**config.mk**
```make
export PLATFORM = sky130hd
export DESIGN_NAME = data_mem_ctrl
export DESIGN_NICKNAME = d
export VERILOG_FILES = /design/src/rtl/data_mem_ctrl.sv
export SDC_FILE = /design/constraint.sdc
export NUM_CORES = 1
export LEC_CHECK = 0
export BUFFER_PORTS_ARGS = -buffer_cell sky130_fd_sc_hd__buf_2
export CAP_MARGIN = 30
export CORE_MARGIN = 3
export CORE_UTILIZATION = 40
export CTS_BUF_LIST = sky130_fd_sc_hd__clkbuf_4
export DETAILED_ROUTE_END_ITERATION = 16
export HOLD_SLACK_MARGIN = 0.06
export PLACE_DENSITY = 0.73
export SYNTH_ARGS = -nofsm -noshare
export SYNTH_HDL_FRONTEND = slang
export SYNTH_SLANG_ARGS = --single-unit
```
**constraint.sdc**
```tcl
create_clock -name clk -period 4.7 [get_ports clk]
set_input_delay 0.235 -clock clk [delete_from_list [all_inputs] [get_ports clk]]
set_output_delay 0.235 -clock clk [all_outputs]
set_load 0.01 [all_outputs]
```
**src/rtl/data_mem_ctrl.sv**
```systemverilog
// Memory-stage load/store unit: issues one request/acknowledge data-bus access per
// load or store, applies byte lanes and extension, and stalls the pipeline until done.

package data_mem_pkg;
    localparam int unsigned XLEN    = 32;
    localparam int unsigned BE_W    = 4;
    localparam int unsigned RADDR_W = 5;
    localparam int unsigned OPER_W  = 6;

    typedef enum logic [OPER_W-1:0] {
        OP_NOP,
        OP_ADD,
        OP_LB,
        OP_LBU,
        OP_LH,
        OP_LHU,
        OP_LW,
        OP_LWPC,
        OP_SB,
        OP_SH,
        OP_SW
    } Oper_t;

    typedef struct packed {
        logic            we;
        logic [BE_W-1:0] be;
        logic [XLEN-1:0] addr;
        logic [XLEN-1:0] wdata;
    } bus_cmd_t;
endpackage

module data_mem_ctrl
    import data_mem_pkg::*;
(
    input  logic        clk,
    input  logic        rst,
    input  Oper_t       oper,
    input  logic [31:0] mem_oper_addr,
    input  logic [31:0] mem_oper_data,
    input  logic        wreg_write_i,
    input  logic [4:0]  wreg_addr_i,
    input  logic [31:0] wreg_data_i,
    input  logic        flush,
    input  logic        stall_hold,
    output logic        bus_req,
    output logic        bus_we,
    output logic [3:0]  bus_be,
    output logic [31:0] bus_addr,
    output logic [31:0] bus_wdata,
    input  logic        bus_ack,
    input  logic [31:0] bus_rdata,
    output logic        wreg_write_o,
    output logic [4:0]  wreg_addr_o,
    output logic [31:0] wreg_data_o,
    output logic        stallreq,
    output logic        adel_o,
    output logic        ades_o
);

    typedef enum logic [1:0] {
        S_IDLE,
        S_REQ,
        S_DONE,
        S_DRAIN
    } state_t;

    state_t state;
    state_t state_next;

    logic                is_load;
    logic                is_store;
    logic                is_half;
    logic                is_word;
    logic                is_mem;
    logic                misalign;
    logic                start;
    logic [BE_W-1:0]     be_c;
    logic [XLEN-1:0]     wdata_c;

    bus_cmd_t            cmd_q;
    Oper_t               oper_q;
    logic [1:0]          off_q;
    logic                load_q;
    logic                wreg_write_q;
    logic [RADDR_W-1:0]  wreg_addr_q;
    logic [XLEN-1:0]     rdata_q;

    // Little-endian lane selection with sign/zero extension of a returned bus word.
    function automatic logic [XLEN-1:0] load_extract(input Oper_t op, input logic [1:0] off,
                                                     input logic [XLEN-1:0] w);
        logic [7:0]      b;
        logic [15:0]     h;
        logic [XLEN-1:0] r;
        case (off)
            2'd0:    b = w[7:0];
            2'd1:    b = w[15:8];
            2'd2:    b = w[23:16];
            default: b = w[31:24];
        endcase
        h = off[1] ? w[31:16] : w[15:0];
        case (op)
            OP_LB:   r = {{24{b[7]}}, b};
            OP_LBU:  r = {24'h0, b};
            OP_LH:   r = {{16{h[15]}}, h};
            OP_LHU:  r = {16'h0, h};
            default: r = w;
        endcase
        return r;
    endfunction

    // Operation decode, alignment check and bus field formation.
    always_comb begin
        is_load  = 1'b0;
        is_store = 1'b0;
        is_half  = 1'b0;
        is_word  = 1'b0;
        case (oper)
            OP_LB, OP_LBU:  is_load = 1'b1;
            OP_LH, OP_LHU: begin
                is_load = 1'b1;
                is_half = 1'b1;
            end
            OP_LW, OP_LWPC: begin
                is_load = 1'b1;
                is_word = 1'b1;
            end
            OP_SB:          is_store = 1'b1;
            OP_SH: begin
                is_store = 1'b1;
                is_half  = 1'b1;
            end
            OP_SW: begin
                is_store = 1'b1;
                is_word  = 1'b1;
            end
            default: ;
        endcase
        is_mem   = is_load | is_store;
        misalign = (is_half & mem_oper_addr[0]) | (is_word & (mem_oper_addr[1:0] != 2'b00));
        start    = is_mem & ~misalign & ~flush;

        if (is_word)
            be_c = 4'b1111;
        else if (is_half)
            be_c = mem_oper_addr[1] ? 4'b1100 : 4'b0011;
        else
            be_c = 4'b0001 << mem_oper_addr[1:0];

        if (!is_store)
            wdata_c = '0;
        else if (is_word)
            wdata_c = mem_oper_data;
        else if (is_half)
            wdata_c = {2{mem_oper_data[15:0]}};
        else
            wdata_c = {4{mem_oper_data[7:0]}};
    end

    // State register.
    always_ff @(posedge clk) begin
        if (rst)
            state <= S_IDLE;
        else
            state <= state_next;
    end

    // Next-state logic.
    always_comb begin
        state_next = state;
        unique case (state)
            S_IDLE:  if (start) state_next = S_REQ;
            S_REQ: begin
                if (bus_ack)
                    state_next = flush ? S_IDLE : S_DONE;
                else if (flush)
                    state_next = S_DRAIN;
            end
            S_DONE:  if (!stall_hold || flush) state_next = S_IDLE;
            S_DRAIN: if (bus_ack) state_next = S_IDLE;
            default: state_next = S_IDLE;
        endcase
    end

    // Command latched on issue; load result captured on ack of a live request.
    always_ff @(posedge clk) begin
        if (rst) begin
            cmd_q        <= '0;
            oper_q       <= OP_NOP;
            off_q        <= 2'b00;
            load_q       <= 1'b0;
            wreg_write_q <= 1'b0;
            wreg_addr_q  <= '0;
            rdata_q      <= '0;
        end else begin
            if (state == S_IDLE && start) begin
                cmd_q.we     <= is_store;
                cmd_q.be     <= be_c;
                cmd_q.addr   <= {mem_oper_addr[31:2], 2'b00};
                cmd_q.wdata  <= wdata_c;
                oper_q       <= oper;
                off_q        <= mem_oper_addr[1:0];
                load_q       <= is_load;
                wreg_write_q <= wreg_write_i;
                wreg_addr_q  <= wreg_addr_i;
            end
            if (state == S_REQ && bus_ack)
                rdata_q <= load_extract(oper_q, off_q, bus_rdata);
        end
    end

    // Outputs; everything reads as zero while reset is applied.
    always_comb begin
        bus_req      = 1'b0;
        bus_we       = 1'b0;
        bus_be       = '0;
        bus_addr     = '0;
        bus_wdata    = '0;
        wreg_write_o = 1'b0;
        wreg_addr_o  = '0;
        wreg_data_o  = '0;
        stallreq     = 1'b0;
        adel_o       = 1'b0;
        ades_o       = 1'b0;
        if (!rst) begin
            unique case (state)
                S_IDLE: begin
                    if (!is_mem) begin
                        wreg_write_o = wreg_write_i;
                        wreg_addr_o  = wreg_addr_i;
                        wreg_data_o  = wreg_data_i;
                    end else begin
                        adel_o   = is_load & misalign;
                        ades_o   = is_store & misalign;
                        stallreq = start;
                        if (misalign) begin
                            wreg_addr_o = wreg_addr_i;
                            wreg_data_o = wreg_data_i;
                        end
                    end
                end
                S_REQ, S_DRAIN: begin
                    bus_req   = 1'b1;
                    bus_we    = cmd_q.we;
                    bus_be    = cmd_q.be;
                    bus_addr  = cmd_q.addr;
                    bus_wdata = cmd_q.wdata;
                    stallreq  = 1'b1;
                end
                S_DONE: begin
                    wreg_write_o = load_q & wreg_write_q & ~flush;
                    wreg_addr_o  = wreg_addr_q;
                    wreg_data_o  = load_q ? rdata_q : '0;
                end
                default: ;
            endcase
        end
    end

endmodule

```
==> results of run 1 <==
-- registers in the layout, indices dropped and copies added, names as in the netlist --
| register | flops |
|---|---|
| cmd_q | 67 |
| rdata_q | 32 |
| oper_q | 6 |
| wreg_addr_q | 5 |
| off_q | 2 |
| state | 2 |
| load_q | 1 |
| wreg_write_q | 1 |
-- placed cells by master (no fill, tap or decap), types with 4 or more instances in the layout --
cell             n
a221oi_1         7
mux2_2          18
o41ai_2          7
nand3_1         43
nand4_1         17
o211ai_1         9
bufinv_16        4
a22oi_1         10
mux4_2           8
buf_2          253
clkbuf_4        18
and2_1          68
dfxtp_1        116
and3_1          11
mux2i_1          8
a21oi_1         97
nor2_1           6
o21ai_0        101
nand2_1         48
buf_4           11
nor3_1           7
nor2b_1         11
a22o_1          37
dlygate4sd3_1   93
-- routing by layer --
| metal | wire length [microns] | track usage | vias to the layer above |
|---|---|---|---|
| met5 | 0 | 0 | - |
| met4 | 633 | 0.100 | 0 |
| met3 | 1530 | 0.0423 | 55 |
| met2 | 10700 | 0.397 | 377 |
| met1 | 9370 | 0.337 | 3406 |
| li1 | - | - | 3346 |
-- power by group through the flow --
stage	Combinational, mW	Sequential (mW)	Clock (mW)
final	0.360	1.01	0.822
after global routing	0.391	1.01	0.887
after CTS	0.348	1.01	0.842
after detailed placement	0.285	1.03	0
after global placement	0.281	1.03	0
after floorplan	0.164	1.03	0
-- cell families after synthesis --
family,synth area share
compound gates,0.297
xor+xnor,0.00140
buf+inv,0.0589
flops,0.372
mux,0.0742
other cells,0.000601
simple gates,0.196
-- area by class of cell --
class,instances,share of cell area
flip-flops and latches,116,0.262
repair buffers,360,0.266
diodes,1,0.000283
clock inverters,14,0.0211
inverters,2,0.000849
multi-input cells,552,0.404
well taps,211,0.0298
clock buffers,18,0.0153
-- worst max-delay path by stage --
| stage | startpoint | to | slack, ps | cells past startpoint |
|---|---|---|---|---|
| finish | oper[2] | adel_o | 1510 | 8 |
| global route | oper[2] | adel_o | 1320 | 8 |
| CTS | oper[2] | wreg_data_o[13] | 1260 | 8 |
| detailed placement | oper[1] | cmd_q[65] | 1800 | 8 |
| global placement | oper[2] | wreg_addr_o[4] | 1830 | 7 |
| floorplan | state[1] | wreg_data_o[10] | 2660 | 6 |
-- tightest hold or removal path: cells and delay by family --
kind	cells	cell delay [ps]
AO/OA/AOI/OAI	1	70
AND/OR/NAND/NOR	1	80
buffers and inverters	1	90
multiplexers	1	140
-- stage by stage --
step	std cells	area (sq um)	worst slack, ps	utilization
finish	1274	8850	1510	0.580
detailed placement	1147	7560	1800	0.496
global route	1274	8850	1320	0.580
global placement	1144	7510	1830	0.492
CTS	1272	8820	1260	0.578
floorplan	749	6250	2660	-
==> flow_metrics.py, run 1 <==
metrics = {
    "floorplanning": {
        "die_h_microns": 131,
        "start_util": 0.409,
        "die_w_microns": 131,
        "ioPinCount": 256,
        "dieArea_sq_um": 17100,
        "rows": 45,
        "coreArea_sq_um": 15300,
    },
    "power_and_ir_drop": {
        "netSwitchingFraction": 0.269,
        "switchingPower_mw": 0.591,
        "ir_worst_vdd_mv": 0.119,
        "powerDensity_nw_per_um2": 248,
        "p_leak_nw": 3.93,
        "power_mw": 2.19,
        "clkPwrFrac": 0.375,
        "pwr-share-comb": 0.164,
        "seqPwrFrac": 0.461,
        "p_int_mw": 1.60,
    },
    "clock_tree": {
        "post-cts-setup-buffers": 0,
        "worstSkewPairLatency_ps": 530,
        "cts_root_buf": "clkbuf_4",
        "ctsHoldBuffers": 93,
        "cts.path.max_buffers": 2,
        "cts_resized": 0,
        "cts_max_level": 4,
        "clk_pin_slew_worst_paths_ps": 100,
        "cts.sinks": 116,
        "cts_buffers": 17,
        "cts_tree": "built",
    },
    "global_route": {
        "gr-total-overflow": 0,
        "antenna_found_initial": 1,
        "first_global_vias": 6504,
        "gr-usage-all-layers": 0.249,
        "grt_start_max_net_pins": 67,
        "grt_pass1_wl_microns": 33700,
    },
    "worst_setup_path": {
        "path_delay_family": "buffers and inverters",
        "slowest_stage": "dlygate4sd3_1",
        "cp-start-kind": "input port",
        "path_buf_inv": 4,
        "r2r-start": "state[0]",
        "r2r_slack_ps": 2300,
        "reg2regPathDepth": 6,
        "worstSetupPathType": "input port to output port",
        "worst_path_most_repeated_cell": "buf_2",
        "worst_setup_path_end_kind": "output port",
        "required_ps": 4470,
        "cp_slowest_stage_delay_ps": 520,
        "r2r_end": "cmd_q[65]",
        "cp.arrival_ps": 2960,
        "path_cells": "dlygate4sd3_1, buf_2, nor2b_1, o2111ai_1, a21o_2, buf_4, nor4_1, buf_2",
        "worstPathMaxFanout": 66,
    },
    "sta": {
        "timing.fmax_mhz": 313,
        "hold_violations": 0,
        "fin_crit_ps": 3190,
        "slew_violations": 0,
        "tns_ps": 0,
        "clock_skew_ps": 14.5,
        "whs_ps": 117,
        "setup_viol": 0,
        "period_share": 0.680,
        "slew_headroom": 0.406,
        "worst_pin_slew_ps": 887,
        "grt_setup_unrepaired": "false",
    },
    "finish": {
        "multi_input_area_sq_um": 3570,
        "nFillCells": 1357,
        "area_growth_pct": 41.7,
        "nets": 1194,
        "seq_area_sq_um": 2320,
        "drive_above_1_share": 0.320,
    },
    "synth": {
        "ys_types": 49,
        "yosysTopAreaCell": "dfxtp_1",
        "synth_most_common_cell": "dfxtp_1",
        "synth_area_per_cell_sq_um": 8.35,
        "synth.area.top_cells": "dfxtp_1 37%, o21ai_0 8.1%, a21oi_1 7.8%",
        "ys_ff_latch": 116,
        "async_flop_share": 0,
        "synthTopCellsByCount": "116 x dfxtp_1, 101 x o21ai_0, 97 x a21oi_1, 69 x and2_1, 49 x clkbuf_1",
        "yosysTopAreaCellShare": 0.372,
        "yosys_warnings": 0,
        "synth_area_sq_um": 6240,
        "ys_seq_area_frac": 0.372,
        "syn_inst": 748,
        "synth-main-ff-cell": "dfxtp_1",
        "synth-edff-count": 0,
    },
    "job": {
        "drv_cap": 0,
    },
    "route": {
        "post_drt_wl_per_cell_microns": 17.4,
        "firstDrtPassIters": 8,
        "vias_per_cell": 5.64,
        "drc_errors": 0,
        "drtAntennaViolNets": 0,
        "finalWirelength_microns": 22200,
        "via_count": 7184,
        "drt-initial-drc-count": 596,
    },
    "hold_path": {
        "min_to": "cmd_q[15]",
        "hold_path_depth": 4,
        "holdCritPathClass": "input port to register",
        "worstHoldStart": "mem_oper_data[15]",
    },
    "placed_design": {
        "port_buffers": 253,
        "place.gp.congestion": 0.854,
        "dp_hpwl_microns": 14400,
    },
    "run_status": {
        "status": "finished clean",
    },
}
Power figures use the tool's default switching activity.
==> inputs of run 2 (changes only) <==
PLACE_DENSITY = 0.76   (was 0.73)
clock period = 2.8 ns   (was 4.7 ns; I/O delays follow)
==> flow_metrics.py, run 2 (synthesis gave the netlist of run 1 again) <==
metrics = {
    "route": {
        "via_count": 7198,
        "vias_per_cell": 5.55,
        "post_drt_wl_per_cell_microns": 17.4,
        "drt-initial-drc-count": 523,
        "drc_errors": 0,
        "firstDrtPassIters": 5,
        "finalWirelength_microns": 22600,
        "drtAntennaViolNets": 0,
    },
    "sta": {
        "clock_skew_ps": 20.3,
        "period_share": 0.958,
        "grt_setup_unrepaired": "false",
        "worst_pin_slew_ps": 758,
        "timing.fmax_mhz": 373,
        "setup_viol": 0,
        "hold_violations": 0,
        "slew_headroom": 0.492,
        "tns_ps": 0,
        "worst_slack_ps": 118,
        "slew_violations": 0,
        "fin_crit_ps": 2680,
    },
    "clock_tree": {
        "cts_tree": "built",
        "cts_root_buf": "clkbuf_4",
        "cts_max_level": 4,
        "post-cts-setup-buffers": 0,
        "clk_pin_slew_worst_paths_ps": 100,
        "cts.sinks": 116,
        "cts_buffers": 17,
        "cts.path.max_buffers": 2,
        "worstSkewPairLatency_ps": 520,
    },
    "finish": {
        "fin_util": 0.587,
        "drive_above_1_share": 0.319,
        "final_cell_mix": "253 x buf_2, 116 x dfxtp_1, 106 x dlygate4sd3_1",
        "mostFrequentLayoutCell": "buf_2",
        "largest_registers": "cmd_q: 67 flops, rdata_q: 32 flops, oper_q: 6 flops",
        "largest_register_ff_count": 67,
        "final_cell_area_sq_um": 8960,
        "final_cells": 1296,
        "area_growth_pct": 43.6,
        "regMostFlops": "cmd_q",
        "nets": 1214,
    },
    "floorplanning": {
        "die_h_microns": 131,
        "die_w_microns": 131,
        "ioPinCount": 256,
        "rows": 45,
        "coreArea_sq_um": 15300,
        "start_util": 0.409,
        "dieArea_sq_um": 17100,
    },
    "placed_design": {
        "place_area_sq_um": 7600,
        "port_buffers": 253,
        "dp_hpwl_microns": 14400,
        "dpl_worst_slack_ps": 356,
        "dpl.cell_count": 1155,
        "place.gp.congestion": 0.900,
    },
    "global_route": {
        "gr-total-overflow": 0,
        "grt_pass1_wl_microns": 34400,
        "grt_start_max_net_pins": 69,
        "gr-usage-all-layers": 0.252,
        "first_global_vias": 6797,
        "antenna_found_initial": 5,
    },
    "worst_setup_path": {
        "r2r_slack_ps": 450,
        "worst_setup_path_end_kind": "output port",
        "r2r_end": "state[1]",
        "cp.arrival_ps": 2540,
        "slowest_stage": "dlygate4sd3_1",
        "cp-start-kind": "input port",
        "worst_path_most_repeated_cell": "buf_2",
        "critPathLaunch": "oper[1]",
        "reg2regPathDepth": 6,
        "required_ps": 2660,
        "cp.depth": 9,
        "worstSetupPathType": "input port to output port",
        "path_delay_family": "buffers and inverters",
        "path_buf_inv": 4,
        "path_cells": "dlygate4sd3_1, buf_2, xor2_1, a22oi_4, a21o_2, a21oi_4, buf_6, a22o_1, buf_2",
        "cp_slowest_stage_delay_ps": 530,
        "endpoint": "wreg_data_o[24]",
        "r2r-start": "state[1]",
        "worstPathMaxFanout": 37,
    },
    "power_and_ir_drop": {
        "powerDensity_nw_per_um2": 399,
        "p_leak_nw": 3.99,
        "ir_worst_vdd_mv": 0.316,
    },
    "job": {
        "drv_cap": 0,
    },
    "run_status": {
        "status": "finished clean",
    },
    "hold_path": {
        "worstHoldStart": "rst",
        "holdCritPathClass": "input port to register",
    },
}
[run 2: changes by cell type in the layout (fill, tap and decap cells not counted), sizes merged]
cell         change
clkbuf           +1
diode            +3
bufinv           -1
clkinv           -1
dlygate4sd3     +13
buf              +7
[run 2: metal layers]
metal  wire [microns]  global-route usage  vias up
met1             9360               0.317     3375
met3             1460              0.0476       68
met2            10900               0.407      357
li1                 -                   -     3396
met5                7                   0        -
met4              837               0.140        2
[run 2: report_power, final]
| group | internal, mW | total (mW) | switching, mW |
|---|---|---|---|
| Clock | 0.620 | 1.26 | 0.644 |
| Combinational | 0.311 | 0.617 | 0.306 |
| Sequential | 1.68 | 1.70 | 0.0189 |
| Total | 2.61 | 3.58 | 0.969 |
[run 2: worst min-delay path by stage]
stage | end | slack (ps) | depth (start not counted)
after detailed placement | cmd_q[46] | 400 | 3
after global routing | cmd_q[34] | 110 | 2
final | cmd_q[53] | 130 | 2
after global placement | cmd_q[46] | 390 | 3
after floorplan | rdata_q[31] | 270 | 2
after CTS | cmd_q[24] | 70 | 4
[run 2: timing repair]
action	in CTS	in global routing
endpoints found under the setup margin	0	37
endpoints found under the hold margin	107	0
hold buffers	106	0
gates resized for setup	0	1
[run 2: per-stage QoR]
step                      hold WS (ps)  power, mW
after CTS                         70.0       3.59
after detailed placement           399       2.22
after global placement             392       2.21
after global routing               115       3.73
after floorplan                    275       2.00
final                              126       3.58
[run 2: layout make-up]
type,count,area (sq um)
clock inverter,12,139
inverter,2,7.51
multi-input combinational,552,3570
antenna,4,10.0
tap,211,264
fill,1364,6300
clock buffer,19,143
timing repair buffer,380,2500
sequential,116,2320
